<file path="src/rtl/core_ctrl_pkg.sv">
// core_pkg: shared definitions for the convolution-pass sequencer.
//   state_t        sequencer FSM states
//   INST_*         bit positions inside the 34-bit corelet instruction word
//   clog2w / max2  elaboration-time helpers for counter sizing
package core_pkg;

  localparam int INST_W     = 34;
  localparam int INST_KLOAD = 0;
  localparam int INST_EXEC  = 1;
  localparam int INST_L0WR  = 2;
  localparam int INST_L0RD  = 3;
  localparam int INST_ACC   = 33;

  typedef enum logic [2:0] {
    S_IDLE,
    S_W_LOAD,
    S_W_KERN,
    S_W_WAIT,
    S_X_LOAD,
    S_X_EXEC,
    S_DRAIN,
    S_DONE
  } state_t;

  // Counter width for a bound, never narrower than one bit.
  function automatic int clog2w(input int n);
    return (n > 1) ? $clog2(n) : 1;
  endfunction

  function automatic int max2(input int a, input int b);
    return (a > b) ? a : b;
  endfunction

endpackage

</file>
<file path="src/rtl/core_ctrl_sram_rd_stream.sv">
// sram_rd_stream: issues a burst of (last_i+1) consecutive xmem reads starting
// at base_i, throttled by the L0 almost-full flag, and raises the L0 write
// strobe one cycle after each read to match the SRAM read latency.
//   clk_i, rst_i   clock, synchronous active-high reset
//   start_i        begin a burst this edge (base_i/last_i captured here)
//   base_i         first read address
//   last_i         index of the final read (count - 1)
//   L0_full_i      high: do not issue a read at this edge
//   cen_o          xmem chip enable, active low (registered)
//   addr_o         xmem read address (registered, held while stalled)
//   wr_o           L0 write strobe, one cycle after each read (registered)
//   last_wr_o      high in the cycle carrying the write of the final read
module sram_rd_stream #(
  parameter int AW = 11,
  parameter int CW = 6
) (
  input  logic          clk_i,
  input  logic          rst_i,
  input  logic          start_i,
  input  logic [AW-1:0] base_i,
  input  logic [CW-1:0] last_i,
  input  logic          L0_full_i,
  output logic          cen_o,
  output logic [AW-1:0] addr_o,
  output logic          wr_o,
  output logic          last_wr_o
);

  logic          active_q, all_q, cen_q, wr_q;
  logic [CW-1:0] idx_q, last_q;
  logic [AW-1:0] base_q, addr_q;

  logic [CW-1:0] idx_c, last_c;
  logic [AW-1:0] base_c;
  logic          issue;

  // The first read of a burst goes out on the same edge as start_i, so the
  // burst parameters are taken straight from the inputs on that edge.
  always_comb begin
    idx_c  = start_i ? '0 : idx_q;
    last_c = start_i ? last_i : last_q;
    base_c = start_i ? base_i : base_q;
    issue  = (start_i | (active_q & ~all_q)) & ~L0_full_i;
  end

  // All reads issued, none this cycle, and a write strobe present: that
  // strobe belongs to the final read.
  assign last_wr_o = active_q & all_q & cen_q & wr_q;
  assign cen_o     = cen_q;
  assign addr_o    = addr_q;
  assign wr_o      = wr_q;

  always_ff @(posedge clk_i) begin
    if (rst_i) begin
      active_q <= 1'b0;
      all_q    <= 1'b0;
      cen_q    <= 1'b1;
      wr_q     <= 1'b0;
      idx_q    <= '0;
      last_q   <= '0;
      base_q   <= '0;
      addr_q   <= '0;
    end else begin
      wr_q  <= ~cen_q;
      cen_q <= ~issue;
      if (last_wr_o) active_q <= 1'b0;
      if (start_i) begin
        active_q <= 1'b1;
        all_q    <= 1'b0;
        idx_q    <= '0;
        base_q   <= base_i;
        last_q   <= last_i;
      end
      if (issue) begin
        addr_q <= base_c + AW'(idx_c);
        if (idx_c == last_c) all_q <= 1'b1;
        else                 idx_q <= idx_c + 1'b1;
      end
    end
  end

endmodule

</file>
<file path="src/rtl/core_ctrl.sv">
// core_ctrl: sequences one output-stationary convolution pass on the corelet.
// Per kernel position: load col weight rows into L0, kernel-load them, let
// the array settle, load len_nij activation rows, execute, and drain the
// OFIFO into pmem at kij*len_nij + n.
//   clk, reset          clock, synchronous active-high reset
//   start               one-cycle pulse, honoured only in IDLE
//   L0_full             L0 almost full (one slot still free while high)
//   ofifo_valid         OFIFO row valid this cycle
//   inst                corelet instruction (kload/exec/L0 write/L0 read)
//   xmem_cen/xmem_addr  activation/weight SRAM read port
//   pmem_cen/wen/addr   partial-sum SRAM write port
//   busy, done          status; done pulses one cycle after the last write
module core_ctrl
  import core_pkg::*;
#(
  parameter int row      = 8,
  parameter int col      = 8,
  parameter int len_kij  = 9,
  parameter int len_nij  = 36,
  parameter int xaddr_bw = 11,
  parameter int paddr_bw = 11,
  parameter int w_base   = 0,
  parameter int x_base   = 1024
) (
  input  logic                clk,
  input  logic                reset,
  input  logic                start,
  input  logic                L0_full,
  input  logic                ofifo_valid,
  output logic [INST_W-1:0]   inst,
  output logic                xmem_cen,
  output logic [xaddr_bw-1:0] xmem_addr,
  output logic                pmem_cen,
  output logic                pmem_wen,
  output logic [paddr_bw-1:0] pmem_addr,
  output logic                busy,
  output logic                done
);

  localparam int CYC_W = clog2w(max2(max2(col, row + col), len_nij));
  localparam int KIJ_W = clog2w(len_kij);
  localparam int NIJ_W = clog2w(len_nij);
  localparam int STR_W = clog2w(max2(col, len_nij));

  state_t             state_q, state_d;
  logic [CYC_W-1:0]   cyc_q, cyc_d;
  logic [KIJ_W-1:0]   kij_q, kij_d, kij_inc;
  logic [NIJ_W-1:0]   drn_q, drn_d;
  logic               drn_all_q, drn_all_d;
  logic               drn_cnt, drn_last, drain_fin, adv;

  logic               str_start, str_wr, str_last_wr;
  logic [xaddr_bw-1:0] str_base;
  logic [STR_W-1:0]   str_last;

  logic               kload_q, exec_q, l0rd_q, busy_q, done_q, pcen_q;
  logic [paddr_bw-1:0] paddr_q;

  sram_rd_stream #(
    .AW (xaddr_bw),
    .CW (STR_W)
  ) u_stream (
    .clk_i     (clk),
    .rst_i     (reset),
    .start_i   (str_start),
    .base_i    (str_base),
    .last_i    (str_last),
    .L0_full_i (L0_full),
    .cen_o     (xmem_cen),
    .addr_o    (xmem_addr),
    .wr_o      (str_wr),
    .last_wr_o (str_last_wr)
  );

  // OFIFO rows are counted from X_EXEC entry, so rows that appear while the
  // array is still executing are not lost.
  assign drn_cnt   = ((state_q == S_X_EXEC) || (state_q == S_DRAIN)) && ofifo_valid && !drn_all_q;
  assign drn_last  = (drn_q == NIJ_W'(len_nij - 1));
  assign drain_fin = drn_all_q | (drn_cnt & drn_last);
  assign kij_inc   = kij_q + 1'b1;

  always_comb begin
    state_d   = state_q;
    cyc_d     = cyc_q + 1'b1;
    kij_d     = kij_q;
    drn_d     = drn_q;
    drn_all_d = drn_all_q;
    adv       = 1'b0;
    str_start = 1'b0;
    str_base  = xaddr_bw'(x_base);
    str_last  = STR_W'(len_nij - 1);

    if (drn_cnt) begin
      if (drn_last) drn_all_d = 1'b1;
      else          drn_d     = drn_q + 1'b1;
    end

    case (state_q)
      S_IDLE: begin
        cyc_d = '0;
        if (start) begin
          state_d   = S_W_LOAD;
          kij_d     = '0;
          str_start = 1'b1;
          str_base  = xaddr_bw'(w_base);
          str_last  = STR_W'(col - 1);
        end
      end
      S_W_LOAD: begin
        cyc_d = '0;
        if (str_last_wr) state_d = S_W_KERN;
      end
      S_W_KERN: begin
        if (cyc_q == CYC_W'(col - 1)) begin
          state_d = S_W_WAIT;
          cyc_d   = '0;
        end
      end
      S_W_WAIT: begin
        if (cyc_q == CYC_W'(row + col - 1)) begin
          state_d   = S_X_LOAD;
          cyc_d     = '0;
          str_start = 1'b1;
        end
      end
      S_X_LOAD: begin
        cyc_d = '0;
        if (str_last_wr) begin
          state_d   = S_X_EXEC;
          drn_d     = '0;
          drn_all_d = 1'b0;
        end
      end
      S_X_EXEC: begin
        if (cyc_q == CYC_W'(len_nij - 1)) begin
          cyc_d = '0;
          // If every row already drained during execution, skip DRAIN so
          // done still lands one cycle after the final pmem write.
          if (drain_fin) adv = 1'b1;
          else           state_d = S_DRAIN;
        end
      end
      S_DRAIN: begin
        cyc_d = '0;
        if (drain_fin) adv = 1'b1;
      end
      S_DONE: begin
        cyc_d   = '0;
        state_d = S_IDLE;
      end
      default: begin
        cyc_d   = '0;
        state_d = S_IDLE;
      end
    endcase

    if (adv) begin
      if (kij_q == KIJ_W'(len_kij - 1)) begin
        state_d = S_DONE;
      end else begin
        state_d   = S_W_LOAD;
        kij_d     = kij_inc;
        str_start = 1'b1;
        str_base  = xaddr_bw'(w_base + int'(kij_inc) * col);
        str_last  = STR_W'(col - 1);
      end
    end
  end

  always_ff @(posedge clk) begin
    if (reset) begin
      state_q   <= S_IDLE;
      cyc_q     <= '0;
      kij_q     <= '0;
      drn_q     <= '0;
      drn_all_q <= 1'b0;
      kload_q   <= 1'b0;
      exec_q    <= 1'b0;
      l0rd_q    <= 1'b0;
      busy_q    <= 1'b0;
      done_q    <= 1'b0;
      pcen_q    <= 1'b1;
      paddr_q   <= '0;
    end else begin
      state_q   <= state_d;
      cyc_q     <= cyc_d;
      kij_q     <= kij_d;
      drn_q     <= drn_d;
      drn_all_q <= drn_all_d;
      // Outputs decoded from the next state so they line up with state_q.
      kload_q   <= (state_d == S_W_KERN);
      exec_q    <= (state_d == S_X_EXEC);
      l0rd_q    <= (state_d == S_W_KERN) || (state_d == S_X_EXEC);
      busy_q    <= (state_d != S_IDLE);
      done_q    <= (state_q == S_DONE);
      pcen_q    <= ~drn_cnt;
      if (drn_cnt) paddr_q <= paddr_bw'(int'(kij_q) * len_nij + int'(drn_q));
    end
  end

  always_comb begin
    inst             = '0;
    inst[INST_KLOAD] = kload_q;
    inst[INST_EXEC]  = exec_q;
    inst[INST_L0WR]  = str_wr;
    inst[INST_L0RD]  = l0rd_q;
    inst[INST_ACC]   = 1'b0;
  end

  assign pmem_cen  = pcen_q;
  assign pmem_wen  = pcen_q;
  assign pmem_addr = paddr_q;
  assign busy      = busy_q;
  assign done      = done_q;

endmodule

</file>
<file path="config.mk">
export PLATFORM = sky130hd
export DESIGN_NAME = core_ctrl
export DESIGN_NICKNAME = d
export VERILOG_FILES = /design/src/rtl/core_ctrl_pkg.sv /design/src/rtl/core_ctrl_sram_rd_stream.sv /design/src/rtl/core_ctrl.sv
export SDC_FILE = /design/constraint.sdc
export NUM_CORES = 1
export LEC_CHECK = 0
export CAP_MARGIN = 30
export CORE_MARGIN = 2
export CORE_UTILIZATION = 40
export DETAILED_ROUTE_END_ITERATION = 16
export DONT_BUFFER_PORTS = 1
export SLEW_MARGIN = 20
export SYNTH_ARGS = -nofsm -noshare
export SYNTH_HDL_FRONTEND = slang
export SYNTH_SLANG_ARGS = --single-unit
</file>
<file path="constraint.sdc">
create_clock -name clk -period 4.3 [get_ports clk]
set_input_delay 0.645 -clock clk [delete_from_list [all_inputs] [get_ports clk]]
set_output_delay 0.645 -clock clk [all_outputs]
set_load 0.005 [all_outputs]
</file>
==> results.yml, run 1 <==
outcome:
  status: "finished, final reports clean"
global_route:
  global_route.usage.met3: 0.0474
  antenna_found_initial: 0
  via_count_of_the_first_global_routing_pass: 2746
  gr-usage-all-layers: 0.154
  grt_start_max_net_pins: 55
  globalRouteMet2Util: 0.235
  use_met1: 0.206
  grt_pass1_wl_mm: 13.7
  global_route_congestion_overflow_total: 0
  globalRoute.busiestLayer: "met2"
cts:
  postCtsSetupRepairBufs: 0
  tritoncts: "built"
  cts_root_buf: "sky130_fd_sc_hd__clkbuf_8"
  cts.sink_count: 75
  h-tree-depth: 3
  ctsHoldBuffers: 0
  cts-buffers-inserted: 9
  cts.reportedPaths.clkPinSlew_ns: 0.08
  cts_resized: 0
  worstSkewPairLatency_ns: 0.35
  ctsLongestPathBuffers: 2
cells_and_area:
  final.fill_count: 983
  drive_above_1_share: 0.0873
  synthToLayoutAreaGrowth_pct: 3.06
  design.final.nets: 476
  insertedDiodeCount: 0
  final_cell_mix: "sky130_fd_sc_hd__dfxtp_1, sky130_fd_sc_hd__nor2_1, sky130_fd_sc_hd__nand2_1"
  layout_commonest_cell: "sky130_fd_sc_hd__dfxtp_1"
  core_utilization_of_the_finished_layout: 0.427
detailed_routing:
  remaining_drc_errors: 0
  vias: 3006
  drt-initial-drc-count: 135
  drt.antenna.violating_nets: 0
  routedWlPerCell_um: 14.3
  drt_pre_antenna_iters: 4
  detail_route.vias_per_cell: 5.09
  finalWirelength_mm: 8.44
timing:
  unrepaired_setup_endpoints_after_global_routing: "false"
  timing_max_transition_violations_final: 0
  max_clock_freq_mhz: 278
  period_share: 0.838
  number_of_failing_hold_endpoints_at_the_final_stage: 0
  finalClockSkew_ns: 0.0119
  fin_tns_setup_ns: 0
  period_minus_slack_ns: 3.60
  tightestPinTransition_ns: 0.666
  relative_slew_slack: 0.555
  timing.final.setup_violations: 0
critical_path:
  critPathCaptureType: "flip-flop"
  critPathMaxStageDelay_ns: 0.67
  cp-startpoint: "state_q[2]$_SDFF_PP0_"
  path_class: "flip-flop to flip-flop"
  cp_max_fo: 18
  worstReg2RegStart: "state_q[2]$_SDFF_PP0_"
  critical_path.slowest_cell: "sky130_fd_sc_hd__dfxtp_1"
  crit_required_ns: 4.52
  worstPathCellList: "nand3b_1, o31a_1, o31a_1, and3_1, ha_1, ha_1, a21o_1, maj3_1, maj3_1, nand2_1, xor2_1, a211oi_1"
  delay_heaviest_family_cp: "adder cells"
  timing.critical_path.buf_inv: 0
  data_arrival_critical_path_ns: 3.82
  startpoint_type: "flip-flop"
yosys:
  ys_dominant_reg_cell: "sky130_fd_sc_hd__dfxtp_1"
  netlist.area_leader.share: 0.367
  syn_avg_cell_area_sq_um: 8.79
  synthDistinctLibCells: 66
  yosys_register_bits: 75
  synth_seq_area_share: 0.367
  synth_enable_flop_cells: 0
  yosys.area.top_type: "sky130_fd_sc_hd__dfxtp_1"
  synth_area_leaders: "sky130_fd_sc_hd__dfxtp_1, sky130_fd_sc_hd__buf_4, sky130_fd_sc_hd__nor2_1"
  synthesis.yosys.warnings: 0
  synth_cells: 465
  synth_area_sq_um: 4090
  postSynth.asyncResetShare: 0
floorplan:
  initial_utilization: 0.414
  core_region_area_sq_um: 9860
  fp.dieH_um: 105
  io_pins: 66
  chipWidth_um: 105
  std_cell_rows: 36
  dieArea_sq_um: 11000
power_and_ir_drop:
  vdd.ir_drop.worst_mv: 0.180
  power_density_nw_per_um2: 321
  p_leak_nw: 1.59
place:
  place.detailed.hpwl_mm: 6.00
  globalplace.congestion: 0.827
  buffer_ports.inserted: 0
worst_hold_path:
  min_delay_worst_type: "primary input to flip-flop"
  timing.hold.worst.start: "reset"
flow_run:
  maxCapViolations: 0
[layer usage]
metal / routed length (um) / part of all wire / vias up
li1: - / - / 1500
met1: 4110 / 0.49 / 1410
met2: 3740 / 0.44 / 84
met3: 484 / 0.057 / 12
met4: 109 / 0.013 / 0
met5: 0 / 0 / -
[final cells by class]
| type | count | area, sq um | share of cell area |
|---|---|---|---|
| Clock inverter | 5 | 55.1 | 0.0131 |
| Multi-Input combinational cell | 349 | 2270 | 0.539 |
| Sequential cell | 75 | 1500 | 0.356 |
| Tap cell | 133 | 166 | 0.0395 |
| Timing Repair Buffer | 5 | 37.5 | 0.00891 |
| Clock buffer | 10 | 128 | 0.0303 |
| Inverter | 14 | 52.6 | 0.0125 |
[cell usage after synthesis, types with 10 or more instances]
| cell type | n |
|---|---|
| sky130_fd_sc_hd__clkbuf_1 | 12 |
| sky130_fd_sc_hd__nand2_1 | 45 |
| sky130_fd_sc_hd__inv_1 | 14 |
| sky130_fd_sc_hd__xor2_1 | 17 |
| sky130_fd_sc_hd__xnor2_1 | 20 |
| sky130_fd_sc_hd__nand3_1 | 10 |
| sky130_fd_sc_hd__nor2_1 | 56 |
| sky130_fd_sc_hd__ha_1 | 16 |
| sky130_fd_sc_hd__a21oi_1 | 23 |
| sky130_fd_sc_hd__buf_4 | 35 |
| sky130_fd_sc_hd__dfxtp_1 | 75 |
[flip-flops by register name, indices dropped and copies added, names as in the netlist, named ones only]
| signal | count |
|---|---|
| u_stream.last_q | 6 |
| u_stream.all_q | 1 |
| cyc_q | 6 |
| u_stream.base_q | 11 |
| u_stream.idx_q | 6 |
| pmem_addr | 11 |
| kload_q | 1 |
| state_q | 3 |
| exec_q | 1 |
| done | 1 |
| pmem_cen | 1 |
| u_stream.active_q | 1 |
| l0rd_q | 1 |
| drn_q | 6 |
| u_stream.wr_o | 1 |
| u_stream.cen_o | 1 |
| drn_all_q | 1 |
| u_stream.addr_o | 11 |
| busy | 1 |
| kij_q | 3 |
[per-stage QoR]
step | std cells | hold slack (ns) | setup WS [ns] | power [mW] | area (sq um)
floorplan | 494 | 0.418 | 0.911 | 0.851 | 4200
global placement | 576 | 0.427 | 0.827 | 0.843 | 4030
detailed placement | 576 | 0.438 | 0.725 | 0.844 | 4030
CTS | 591 | 0.341 | 0.716 | 1.37 | 4210
global route | 591 | 0.337 | 0.437 | 1.40 | 4210
finish | 591 | 0.361 | 0.697 | 1.35 | 4210
[power by group]
group          total [mW]  internal, mW  leakage [nW]  switching, mW
clock               0.523         0.263        0.0881          0.260
sequential          0.729         0.710         0.607         0.0184
combinational      0.0988        0.0364         0.898         0.0624
total                1.35          1.01          1.59          0.341
[worst paths after layout]
check | end | slack [ns] | cells after the start
worst min register to register | cyc_q[0]$_SDFF_PP0_ | 0.45 | 1
worst min-delay path | cyc_q[2]$_SDFF_PP0_ | 0.36 | 1
worst max register to register | u_stream.addr_o[4]$_SDFFE_PP0P_ | 0.70 | 12
worst max-delay path | u_stream.addr_o[4]$_SDFFE_PP0P_ | 0.70 | 12
[cells by family after synthesis]
family,after synthesis,share of synthesized area
AND/OR/NAND/NOR,180,0.221
AO/OA/AOI/OAI,76,0.151
flip-flops,75,0.367
buffers and inverters,70,0.103
XOR/XNOR,38,0.0833
adder cells (fa/ha/maj),20,0.0612
multiplexers,5,0.0122
other,1,0.000917
(Power assumes the default switching activity.)
==> run 2: changes to the inputs <==
==> constraint.sdc (replaced) <==
create_clock -name clk -period 3.3 [get_ports clk]
set_input_delay 0.495 -clock clk [delete_from_list [all_inputs] [get_ports clk]]
set_output_delay 0.495 -clock clk [all_outputs]
set_load 0.005 [all_outputs]
==> results.yml, run 2 (synthesized netlist as in run 1, its figures left out) <==
floorplan:
  chipWidth_um: 105
  dieArea_sq_um: 11000
  std_cell_rows: 36
  core_region_area_sq_um: 9860
  initial_utilization: 0.414
  io_pins: 66
  fp.dieH_um: 105
critical_path:
  startpoint_type: "flip-flop"
  critical_path.slowest_cell: "sky130_fd_sc_hd__dfxtp_4"
  critPathMaxStageDelay_ns: 0.37
  worstPathCellList: "ha_4, nand4bb_1, o31a_1, o31a_1, and3_4, ha_2, ha_4, a21o_1, maj3_2, maj3_1, nand2_1, xor2_1, a211oi_1"
  critPathCaptureType: "flip-flop"
  data_arrival_critical_path_ns: 3.40
  cp_max_fo: 4
  path_class: "flip-flop to flip-flop"
  crit_required_ns: 3.52
timing:
  tightestPinTransition_ns: 0.631
  finalClockSkew_ns: 0.00812
  unrepaired_setup_endpoints_after_global_routing: "false"
  fin_tns_setup_ns: 0
  max_clock_freq_mhz: 314
  period_minus_slack_ns: 3.19
  relative_slew_slack: 0.578
  timing_max_transition_violations_final: 0
  timing.final.setup_violations: 0
  number_of_failing_hold_endpoints_at_the_final_stage: 0
  period_share: 0.966
global_route:
  global_route_congestion_overflow_total: 0
  grt_pass1_wl_mm: 14.1
  grt_start_max_net_pins: 55
  antenna_found_initial: 0
  gr-usage-all-layers: 0.160
  via_count_of_the_first_global_routing_pass: 2871
worst_hold_path:
  min_delay_worst_type: "primary input to flip-flop"
power_and_ir_drop:
  p_leak_nw: 1.72
  vdd.ir_drop.worst_mv: 0.222
  power_density_nw_per_um2: 418
cts:
  ctsHoldBuffers: 0
  cts.sink_count: 75
  cts-buffers-inserted: 9
  h-tree-depth: 3
  cts.reportedPaths.clkPinSlew_ns: 0.08
  cts_root_buf: "sky130_fd_sc_hd__clkbuf_8"
  worstSkewPairLatency_ns: 0.35
  tritoncts: "built"
  ctsLongestPathBuffers: 2
detailed_routing:
  drt-initial-drc-count: 97
  vias: 3066
  detail_route.vias_per_cell: 4.99
  remaining_drc_errors: 0
  routedWlPerCell_um: 14.0
  drt_pre_antenna_iters: 4
  finalWirelength_mm: 8.59
  drt.antenna.violating_nets: 0
cells_and_area:
  final_cell_mix: "sky130_fd_sc_hd__dfxtp_1, sky130_fd_sc_hd__nor2_1, sky130_fd_sc_hd__nand2_1"
  layout_commonest_cell: "sky130_fd_sc_hd__dfxtp_1"
  synthToLayoutAreaGrowth_pct: 10.1
  insertedDiodeCount: 0
  core_utilization_of_the_finished_layout: 0.456
  drive_above_1_share: 0.164
  design.final.nets: 499
flow_run:
  maxCapViolations: 0
place:
  buffer_ports.inserted: 0
  globalplace.congestion: 0.802
  place.detailed.hpwl_mm: 6.38
outcome:
  status: "finished, final reports clean"
## run 2: cell types whose count changed in the layout (fill, tap and decap cells not counted), sizes merged
| cell | change |
|---|---|
| bufinv | +1 |
| buf | +23 |
## run 2: worst max-delay path, delay by kind of cell (launching register included)
kind	cells	cell delay (ns)
fa+ha+maj	5	1.20
compound gates	4	0.90
simple gates	3	0.44
flops	1	0.37
xor+xnor	1	0.15
## run 2: cell type report
type / instances / area [sq um]
Multi-Input combinational cell: 349 / 2330
Inverter: 14 / 52.6
Fill cell: 992 / 5370
Clock inverter: 6 / 88.8
Sequential cell: 75 / 1510
Clock buffer: 10 / 138
Tap cell: 133 / 166
Timing Repair Buffer: 28 / 210
## run 2: stage by stage
stage	worst slack [ns]	power (mW)	cell area (sq um)	std cells	hold WS, ns
2_1_floorplan	0.0177	1.11	4210	494	0.420
3_3_place_gp	0.0896	1.11	4200	597	0.433
3_5_place_dp	0.0357	1.11	4200	597	0.445
4_1_cts	0.0130	1.91	4430	613	0.183
5_1_grt	0.0120	1.96	4500	615	0.196
6_report	0.112	1.88	4500	615	0.216
## run 2: where the power goes
| group | switching, mW | leakage [nW] | internal, mW |
|---|---|---|---|
| Combinational | 0.0883 | 1.00 | 0.0543 |
| Sequential | 0.0199 | 0.610 | 0.925 |
| Clock | 0.346 | 0.108 | 0.446 |
## run 2: repair_timing
action                     4_1_cts  5_1_grt
setup buffers                    0        2
setup endpoints to repair        0        7
hold endpoints to repair         0        0
resized for setup                0       14
## run 2: worst paths after layout
kind         depth (start not counted)                              end  slack (ns)           startpoint
min                                  1            state_q[0]$_SDFF_PP0_        0.22                reset
max reg2reg                         13  u_stream.addr_o[4]$_SDFFE_PP0P_        0.11  cyc_q[0]$_SDFF_PP0_
min reg2reg                          1              cyc_q[0]$_SDFF_PP0_        0.44  cyc_q[0]$_SDFF_PP0_
max                                 13  u_stream.addr_o[4]$_SDFFE_PP0P_        0.11  cyc_q[0]$_SDFF_PP0_
## run 2: metal layers
| metal | GRT usage | part of all wire | routed length (um) | up-vias |
|---|---|---|---|---|
| met2 | 0.256 | 0.46 | 3970 | 75 |
| met1 | 0.202 | 0.47 | 4020 | 1432 |
| li1 | - | - | - | 1548 |
| met3 | 0.0518 | 0.052 | 450 | 11 |
| met4 | 0.0590 | 0.016 | 137 | 0 |
| met5 | 0 | 0 | 0 | - |
